[config.mk]
export PLATFORM = sky130hd
export DESIGN_NAME = addsub_pipe
export DESIGN_NICKNAME = d
export VERILOG_FILES = /design/src/rtl/addsub_pkg.sv /design/src/rtl/addsub_slice.sv /design/src/rtl/addsub_pipe.sv
export SDC_FILE = /design/constraint.sdc
export NUM_CORES = 1
export LEC_CHECK = 0
export ABC_AREA = 1
export CORE_AREA = 2 2 145 112
export CTS_CLUSTER_SIZE = 25
export DETAILED_ROUTE_END_ITERATION = 8
export DIE_AREA = 0 0 147 114
export PLACE_DENSITY = 0.95
export SLEW_MARGIN = 20
export SYNTH_ARGS = -nofsm -noshare
export SYNTH_HDL_FRONTEND = slang
export SYNTH_HIERARCHICAL = 1
export SYNTH_SLANG_ARGS = --single-unit
[constraint.sdc]
create_clock -name i_clk -period 5.8 [get_ports i_clk]
set_clock_uncertainty 0.15 [all_clocks]
set_input_delay 0.58 -clock i_clk [delete_from_list [all_inputs] [get_ports i_clk]]
set_output_delay 0.58 -clock i_clk [all_outputs]
set_load 0.05 [all_outputs]
[src/rtl/addsub_pkg.sv]
// addsub_pkg
// Shared types and helpers for the pipelined adder/subtractor.
//   addsub_flags_t : registered result flags {cout, ovf, zero}
//   chunk_add      : MAX_CHUNK-wide add with carry-in, returns {cout, sum}.
//                    Narrower chunks zero-extend into it and take the carry
//                    from bit CHUNK of the result.
package addsub_pkg;

  localparam int MAX_CHUNK = 64;

  typedef struct packed {
    logic cout;
    logic ovf;
    logic zero;
  } addsub_flags_t;

  function automatic logic [MAX_CHUNK:0] chunk_add(
    input logic [MAX_CHUNK-1:0] a,
    input logic [MAX_CHUNK-1:0] b,
    input logic                 cin
  );
    chunk_add = {1'b0, a} + {1'b0, b} + {{MAX_CHUNK{1'b0}}, cin};
  endfunction

endpackage

[src/rtl/addsub_slice.sv]
// addsub_slice
// Combinational CHUNK-bit adder used by one pipeline stage.
//   a, b   : chunk operands (b already conditioned for subtraction)
//   cin    : carry into the chunk
//   sum    : chunk sum
//   cout   : carry out of the chunk
//   c_msb  : carry into the top bit of the chunk (for signed overflow)
module addsub_slice
  import addsub_pkg::*;
#(
  parameter int CHUNK = 8
) (
  input  logic [CHUNK-1:0] a,
  input  logic [CHUNK-1:0] b,
  input  logic             cin,
  output logic [CHUNK-1:0] sum,
  output logic             cout,
  output logic             c_msb
);

  logic [MAX_CHUNK:0] raw;
  logic               unused_raw;

  // Operands are zero-extended, so the chunk carry lands in bit CHUNK.
  assign raw  = chunk_add(MAX_CHUNK'(a), MAX_CHUNK'(b), cin);
  assign sum  = raw[CHUNK-1:0];
  assign cout = raw[CHUNK];

  // The sum bit is a ^ b ^ carry-in, so the carry into the MSB falls out
  // of the same XOR without a second adder.
  assign c_msb = a[CHUNK-1] ^ b[CHUNK-1] ^ sum[CHUNK-1];

  assign unused_raw = ^raw;

endmodule

[src/rtl/addsub_pipe.sv]
// addsub_pipe
// Pipelined two's-complement adder/subtractor. WIDTH bits are split into
// STAGES chunks; stage k adds chunk k using the carry registered by stage
// k-1. Upper operand chunks ride along in skew registers and finished lower
// sum chunks ride along in deskew registers, so the whole result and its
// flags leave the last stage together, STAGES cycles after acceptance.
//   i_clk, i_rst_n          : clock, asynchronous active-low reset
//   i_valid / o_ready       : input handshake
//   i_a, i_b, i_sub         : operands, 1 = A-B, 0 = A+B
//   o_valid / i_ready       : output handshake
//   o_sum                   : result modulo 2^WIDTH
//   o_cout                  : carry (add) or borrow (sub)
//   o_ovf, o_zero           : signed overflow, result is zero
module addsub_pipe
  import addsub_pkg::*;
#(
  parameter int WIDTH  = 32,
  parameter int STAGES = 4
) (
  input  logic             i_clk,
  input  logic             i_rst_n,
  input  logic             i_valid,
  output logic             o_ready,
  input  logic [WIDTH-1:0] i_a,
  input  logic [WIDTH-1:0] i_b,
  input  logic             i_sub,
  output logic             o_valid,
  input  logic             i_ready,
  output logic [WIDTH-1:0] o_sum,
  output logic             o_cout,
  output logic             o_ovf,
  output logic             o_zero
);

  localparam int CHUNK = WIDTH / STAGES;

  if ((WIDTH % STAGES) != 0) begin : g_bad_split
    $error("addsub_pipe: WIDTH (%0d) must be a multiple of STAGES (%0d)", WIDTH, STAGES);
  end
  if (CHUNK > MAX_CHUNK) begin : g_bad_chunk
    $error("addsub_pipe: chunk width %0d exceeds MAX_CHUNK %0d", CHUNK, MAX_CHUNK);
  end

  logic             valid_q [STAGES];
  logic             sub_q   [STAGES];
  logic             carry_q [STAGES];
  logic [WIDTH-1:0] a_q     [STAGES];
  logic [WIDTH-1:0] b_q     [STAGES];
  logic [WIDTH-1:0] sum_q   [STAGES];
  logic [STAGES-1:0] slice_msb;
  addsub_flags_t    flags_q;

  logic stall;
  logic advance;
  logic unused_tail;

  // A result sitting at the output that nobody takes freezes the whole
  // pipeline; otherwise every stage shifts, bubbles included.
  assign stall   = valid_q[STAGES-1] & ~i_ready;
  assign advance = ~stall;
  assign o_ready = ~stall;

  for (genvar k = 0; k < STAGES; k++) begin : g_stage
    logic [WIDTH-1:0] a_in;
    logic [WIDTH-1:0] b_in;
    logic [WIDTH-1:0] sum_in;
    logic [WIDTH-1:0] sum_next;
    logic             cin;
    logic             sub_in;
    logic             valid_in;
    logic [CHUNK-1:0] chunk_sum;
    logic             chunk_cout;

    if (k == 0) begin : g_first
      // Subtraction is A + ~B + 1: invert B up front and feed sub as c0.
      assign a_in     = i_a;
      assign b_in     = i_b ^ {WIDTH{i_sub}};
      assign sum_in   = '0;
      assign cin      = i_sub;
      assign sub_in   = i_sub;
      assign valid_in = i_valid;
    end else begin : g_next
      assign a_in     = a_q[k-1];
      assign b_in     = b_q[k-1];
      assign sum_in   = sum_q[k-1];
      assign cin      = carry_q[k-1];
      assign sub_in   = sub_q[k-1];
      assign valid_in = valid_q[k-1];
    end

    addsub_slice #(.CHUNK(CHUNK)) u_slice (
      .a     (a_in[k*CHUNK +: CHUNK]),
      .b     (b_in[k*CHUNK +: CHUNK]),
      .cin   (cin),
      .sum   (chunk_sum),
      .cout  (chunk_cout),
      .c_msb (slice_msb[k])
    );

    always_comb begin
      sum_next = sum_in;
      sum_next[k*CHUNK +: CHUNK] = chunk_sum;
    end

    always_ff @(posedge i_clk or negedge i_rst_n) begin
      if (!i_rst_n) begin
        valid_q[k] <= 1'b0;
        sub_q[k]   <= 1'b0;
        carry_q[k] <= 1'b0;
        a_q[k]     <= '0;
        b_q[k]     <= '0;
        sum_q[k]   <= '0;
      end else if (advance) begin
        valid_q[k] <= valid_in;
        sub_q[k]   <= sub_in;
        carry_q[k] <= chunk_cout;
        a_q[k]     <= a_in;
        b_q[k]     <= b_in;
        sum_q[k]   <= sum_next;
      end
    end

    if (k == STAGES-1) begin : g_flags
      // Flags come from the final carry c_W and the carry into the MSB
      // c_{W-1}; they are registered so they reset to 0 like o_sum.
      always_ff @(posedge i_clk or negedge i_rst_n) begin
        if (!i_rst_n) begin
          flags_q <= '0;
        end else if (advance) begin
          flags_q.cout <= chunk_cout ^ sub_in;
          flags_q.ovf  <= chunk_cout ^ slice_msb[k];
          flags_q.zero <= ~|sum_next;
        end
      end
    end
  end

  assign o_valid = valid_q[STAGES-1];
  assign o_sum   = sum_q[STAGES-1];
  assign o_cout  = flags_q.cout;
  assign o_ovf   = flags_q.ovf;
  assign o_zero  = flags_q.zero;

  // The last stage's skew/carry copies have no consumer.
  assign unused_tail = ^{a_q[STAGES-1], b_q[STAGES-1], carry_q[STAGES-1],
                         sub_q[STAGES-1], slice_msb};

endmodule

## After elaboration in Yosys (flattened, before gate mapping)

Index checks and enable logic that the tools add are counted.

| storage, ports and cells | value |
|---|---|
| bits in registers | 285 |
| output and inout bits | 37 |

| cells by class | value |
|---|---|
| bitwise gates (word level) | 8 |
| reduce and logical (&&, ||, !) cells | 2 |
| $add $sub $neg | 8 |

Operator list:

| operator | count |
|---|---|
| adder 8 x 8 -> 9 bit | 4 |
| adder 9 x 1 -> 9 bit | 4 |
| OR reduction 32 bit | 1 |
| bitwise XOR 32 bit | 1 |
| bitwise XOR 1 bit | 4 |
| inverter 1 bit | 2 |
| AND 1 bit | 1 |
| zero test 1 bit | 1 |

## Longest topological paths before layout

| depth | value |
|---|---|
| word-level depth | 4 |
| mapped depth | 13 |
| gate-level depth less buffers | 13 |

## Cells and area by module

The synthesis kept the hierarchy.

Modules (own cells, without submodules):

| module | area an instance (µm²) | instances | cells an instance |
|---|---|---|---|
| addsub_pipe | 7726.2 | 1 | 787 |
| addsub_slice at g_stage[0].u_slice ... | 370.4 | 3 | 59 |
| addsub_slice at g_stage[3].u_slice | 357.8 | 1 | 59 |

## Worst setup path after synthesis

No wires, ideal clock.

| timing | value |
|---|---|
| kind | input to register |
| from | input port i_sub |
| to | register carry_q (netlist bit g_stage[1].cin) |
| required time | 5.534 ns |
| path buffers | 2 |
| arrival time | 2.363 ns |
| setup time | 0.116 ns |
| stages on the path | 13 |
| path slack | 3.170 ns |
| cells stage by stage | buf_4 > buf_4 > xor2_1 > fa_1 > fa_1 > nand2_1 > nand2_1 > nand3b_1 > nand2_1 > nand2_1 > nand2_1 > nand2_1 > nand2_1 |

| on the way | value |
|---|---|
| cells in the longest elaborated chain, start to end | 3 |

RTL lines:

| what | RTL line | RTL |
|---|---|---|
| start, declared | addsub_pipe.sv:26 | `input logic i_sub,` |
| bitwise XOR 32 bit | addsub_pipe.sv:77 | `assign b_in = i_b ^ {WIDTH{i_sub}};` |
| via g_stage[0].b_in[0] | addsub_pipe.sv:65 | `logic [WIDTH-1:0] b_in;` |
| adder 8 x 8 -> 9 bit | addsub_pkg.sv:22 | `chunk_add = {1'b0, a} + {1'b0, b} + {{MAX_CHUNK{1'b0}}, cin};` |
| adder 9 x 1 -> 9 bit | addsub_pkg.sv:22 |  |
| via g_stage[0].chunk_cout | addsub_pipe.sv:72 | `logic chunk_cout;` |
| end signal, assigned by index | addsub_pipe.sv:116 | `carry_q[k] <= chunk_cout;` |
| end, declared | addsub_pipe.sv:46 | `logic carry_q [STAGES];` |

The timed path passes the listed nets, and every way through them passes these cells.
A chain may end at the register's enable or synchronous reset.

## Worst setup path in the final report

| timing | value |
|---|---|
| from | input port i_ready |
| to | output port o_ready |

| on the way | value |
|---|---|
| cells in the longest elaborated chain, start to end | 3 |

RTL lines:

| what | RTL line | RTL |
|---|---|---|
| start, declared | addsub_pipe.sv:28 | `input logic i_ready,` |
| inverter 1 bit | addsub_pipe.sv:59 | `assign stall = valid_q[STAGES-1] & ~i_ready;` |
| AND 1 bit | addsub_pipe.sv:59 |  |
| inverter 1 bit | addsub_pipe.sv:61 | `assign o_ready = ~stall;` |
| end, declared | addsub_pipe.sv:23 | `output logic o_ready,` |

Every way passes these cells.

==> impl_metrics.yaml <==
status:
  status: "finished, final reports clean"
critical_path:
  rr_worst_depth: 5
  crit_end: "o_ready"
  cp.arrival_ns: 2.67
  startpoint: "i_ready"
  reg2reg_to: "g_stage[2].a_in[25]"
  path_cells: "clkdlybuf4s50_1 -> inv_2 -> nand2_4 -> clkdlybuf4s50_1"
  crit_path_frequent_cell: "clkdlybuf4s50_1"
  endpoint_kind: "output pin"
  cp_slowest_cell: "clkdlybuf4s50_1"
  start_kind: "primary input"
  crit_fanout: 74
  crit_buf_inv: 3
  crit_family: "buffers and inverters"
  worstSetupPathDepth: 4
  regToRegSetupSlack_ns: 2.93
  cp.required_ns: 5.07
  cpPeakStageDelay_ns: 0.94
  critPathKind: "primary input to output pin"
  reg2reg_from: "o_valid"
synth:
  ys.flop_type: "dfrtp_1"
  synth_edf_count: 0
  synthAdderAreaFrac: 0.0555
  muxShareOfSynthArea: 0
  syn_inst: 1023
  ys_types: 30
  synth_top_area_frac: 0.514
  ys_top_cells_by_area: "dfrtp_1, nand2_1, o21ai_2, ha_1, o21ai_1"
  ys_warn_count: 6
  synth.most_common_cell: "nand2_1"
  avgSynthCellArea_um2: 8.99
  synth-seq-cells: 189
  async_reset_ff_frac: 1.00
  seq_area_frac_synth: 0.514
  synth_xor_area_frac: 0.0438
  synth_area_um2: 9200
  synth_top_family_by_area: "simple AND/OR/NAND/NOR gates"
  yosysTopAreaCell: "dfrtp_1"
  syn_nets: 1128
  synth-compound-area-share: 0.0910
  synth-simple-area-share: 0.217
  synthTopCellsByCount: "nand2_1, dfrtp_1, inv_1"
cells_and_area:
  diodes: 0
  multi_input_area_um2: 3750
  nNetsFinal: 1211
  seq_area_um2: 4730
  nFillCells: 1153
  area.growth.synth_to_final_pct: 16.0
  final_layout_size_suffix_gt1_frac: 0.0965
  fin_area_um2: 10700
timing:
  setup_viol: 0
  worst_slack_ns: 2.40
  min_period_ns: 3.40
  setup_tns_ns: 0
  grt_setup_unrepaired: "no"
  worst_pin_slew_ns: 1.04
  fmax_mhz: 294
  finalHoldViolCount: 0
  maxSlewHeadroom: 0.306
  fin_crit_sh: 0.586
  drv_slew: 0
placement:
  hpwl_mm: 11.9
  pre_cts_slack_ns: 2.34
  placed_area_um2: 10100
  io_buffers: 105
  gp_congestion: 0.810
floorplanning:
  die-area_um2: 16800
  ios: 106
  coreArea_um2: 15500
  die_h_um: 114
  initial_utilization: 0.593
  dieWidth_um: 147
  rows: 40
job:
  maxCapViolations: 0
clocking:
  clock_latency_ns: 0.43
  h-tree-depth: 4
  clk_pin_slew_worst_paths_ns: 0.06
  tritoncts: "built"
  cts_hold_buf: 0
  cts_resized: 0
  cts_made_buffers: 17
  cts_max_path_buffers: 2
  cts_sinks: 189
  cts_root_buffer: "clkbuf_16"
  postCtsSetupRepairBufs: 0
global_route:
  grt_max_degree: 133
  grt_use_total: 0.234
  grt_pass1_vias: 6858
  grt_overflow: 0
  grt_pass1_wl_mm: 31.6
  antenna_found_initial: 0
drt:
  via_count: 6809
  highest-signal-layer: "met4"
  finalWirelength_mm: 18.0
  ant_nets: 0
  dr_wl_met2_mm: 8.96
  route.detailed.drc: 0
  drtIter0Drc: 581
  wl_met3_um: 704
  first_pass_iters: 6
  wl_met1_mm: 7.79
  routedWlPerCell_um: 13.6
  via_per_inst: 5.12
pwr:
  p_sw_w: 0.00262
  total_power_w: 0.00613
  comb_power_share: 0.468
  cellPowerDensity_nw_per_um2: 575
  seq_power_share: 0.361
  clkPwrFrac: 0.171
  p_int_w: 0.00351
  p_leak_nw: 5.29
  p_sw_frac: 0.427
  irDropWorstVdd_mv: 0.292
hold_path:
  hold_path_class: "primary input to async pin"
## cell families (layout without fill, tap and decap cells)
| family | after synthesis | count (layout) |
|---|---|---|
| AO/OA/AOI/OAI | 132 | 132 |
| XOR/XNOR | 46 | 46 |
| adder cells (fa/ha/maj) | 36 | 36 |
| buffers and inverters | 128 | 224 |
| flip-flops | 189 | 189 |
| AND/OR/NAND/NOR | 492 | 492 |
## how the worst min path moves through the flow
stage / slack [ns] / startpoint / to / cells after the start
final: 0.05 / i_rst_n / o_sum[14] / 1
after detailed placement: 0.29 / g_stage[3].valid_in / o_valid / 2
after CTS: 0.20 / i_rst_n / g_stage[3].sum_in[15] / 1
after global placement: 0.29 / g_stage[3].valid_in / o_valid / 2
after floorplan: 0.13 / i_rst_n / g_stage[1].a_in[10] / 0
after global routing: 0.18 / i_rst_n / o_sum[14] / 1
## worst reg2reg max path, cell delays in order, from the launching register on
cell     delay, ns
dfrtp_1       0.45
nand2_4       0.45
inv_6         0.90
buf_4         0.59
nand2_1       0.17
o21ai_2       0.09
## placed cells by master (no fill, tap or decap), types with 7 or more instances in the layout
| cell | n |
|---|---|
| nand3_1 | 16 |
| clkdlybuf4s50_1 | 103 |
| inv_1 | 81 |
| nand2_1 | 417 |
| a21oi_1 | 9 |
| o21ai_0 | 9 |
| o21ai_2 | 43 |
| nand2_2 | 13 |
| nand3b_1 | 7 |
| ha_1 | 28 |
| o21ai_1 | 67 |
| nor2_1 | 22 |
| dfrtp_1 | 189 |
| fa_1 | 8 |
| xnor2_1 | 33 |
| clkbuf_16 | 17 |
| xor2_1 | 13 |
## state kept, by name, summed over array words and instances (netlist names)
name,count
o_ovf,1
g_stage.cin,3
g_stage.sub_in,3
o_cout,1
g_stage.a_in,48
g_stage.b_in,48
g_stage.valid_in,3
g_stage.sum_in,48
o_valid,1
o_sum,32
o_zero,1
## per-layer routing
metal	global-route usage	vias up
met5	0	-
li1	-	3346
met1	0.292	3247
met2	0.407	174
met3	0.0476	42
met4	0.0942	0
## per-stage QoR
stage | hold WS [ns] | util | instances
floorplan | 0.134 | - | 1023
global placement | 0.285 | 0.653 | 1297
detailed placement | 0.295 | 0.653 | 1297
CTS | 0.204 | 0.688 | 1329
global route | 0.184 | 0.688 | 1329
finish | 0.0538 | 0.688 | 1329
## cell type report
class                      count  share of cell area
tap                          210              0.0246
multi-input combinational    706               0.351
sequential                   189               0.443
clock buffer                  22              0.0435
clock inverter                10             0.00633
inverter                      83              0.0297
timing repair buffer         109               0.101
## power groups by stage
stage	clock network, W	registers, W	logic (W)
3_5_place_dp	0	0.00223	0.00283
4_1_cts	0.00107	0.00221	0.00288
3_3_place_gp	0	0.00220	0.00270
2_1_floorplan	0	0.00256	0.00185
5_1_grt	0.00112	0.00228	0.00321
6_report	0.00105	0.00221	0.00287
No activity file was read; power rests on OpenSTA's default activity.
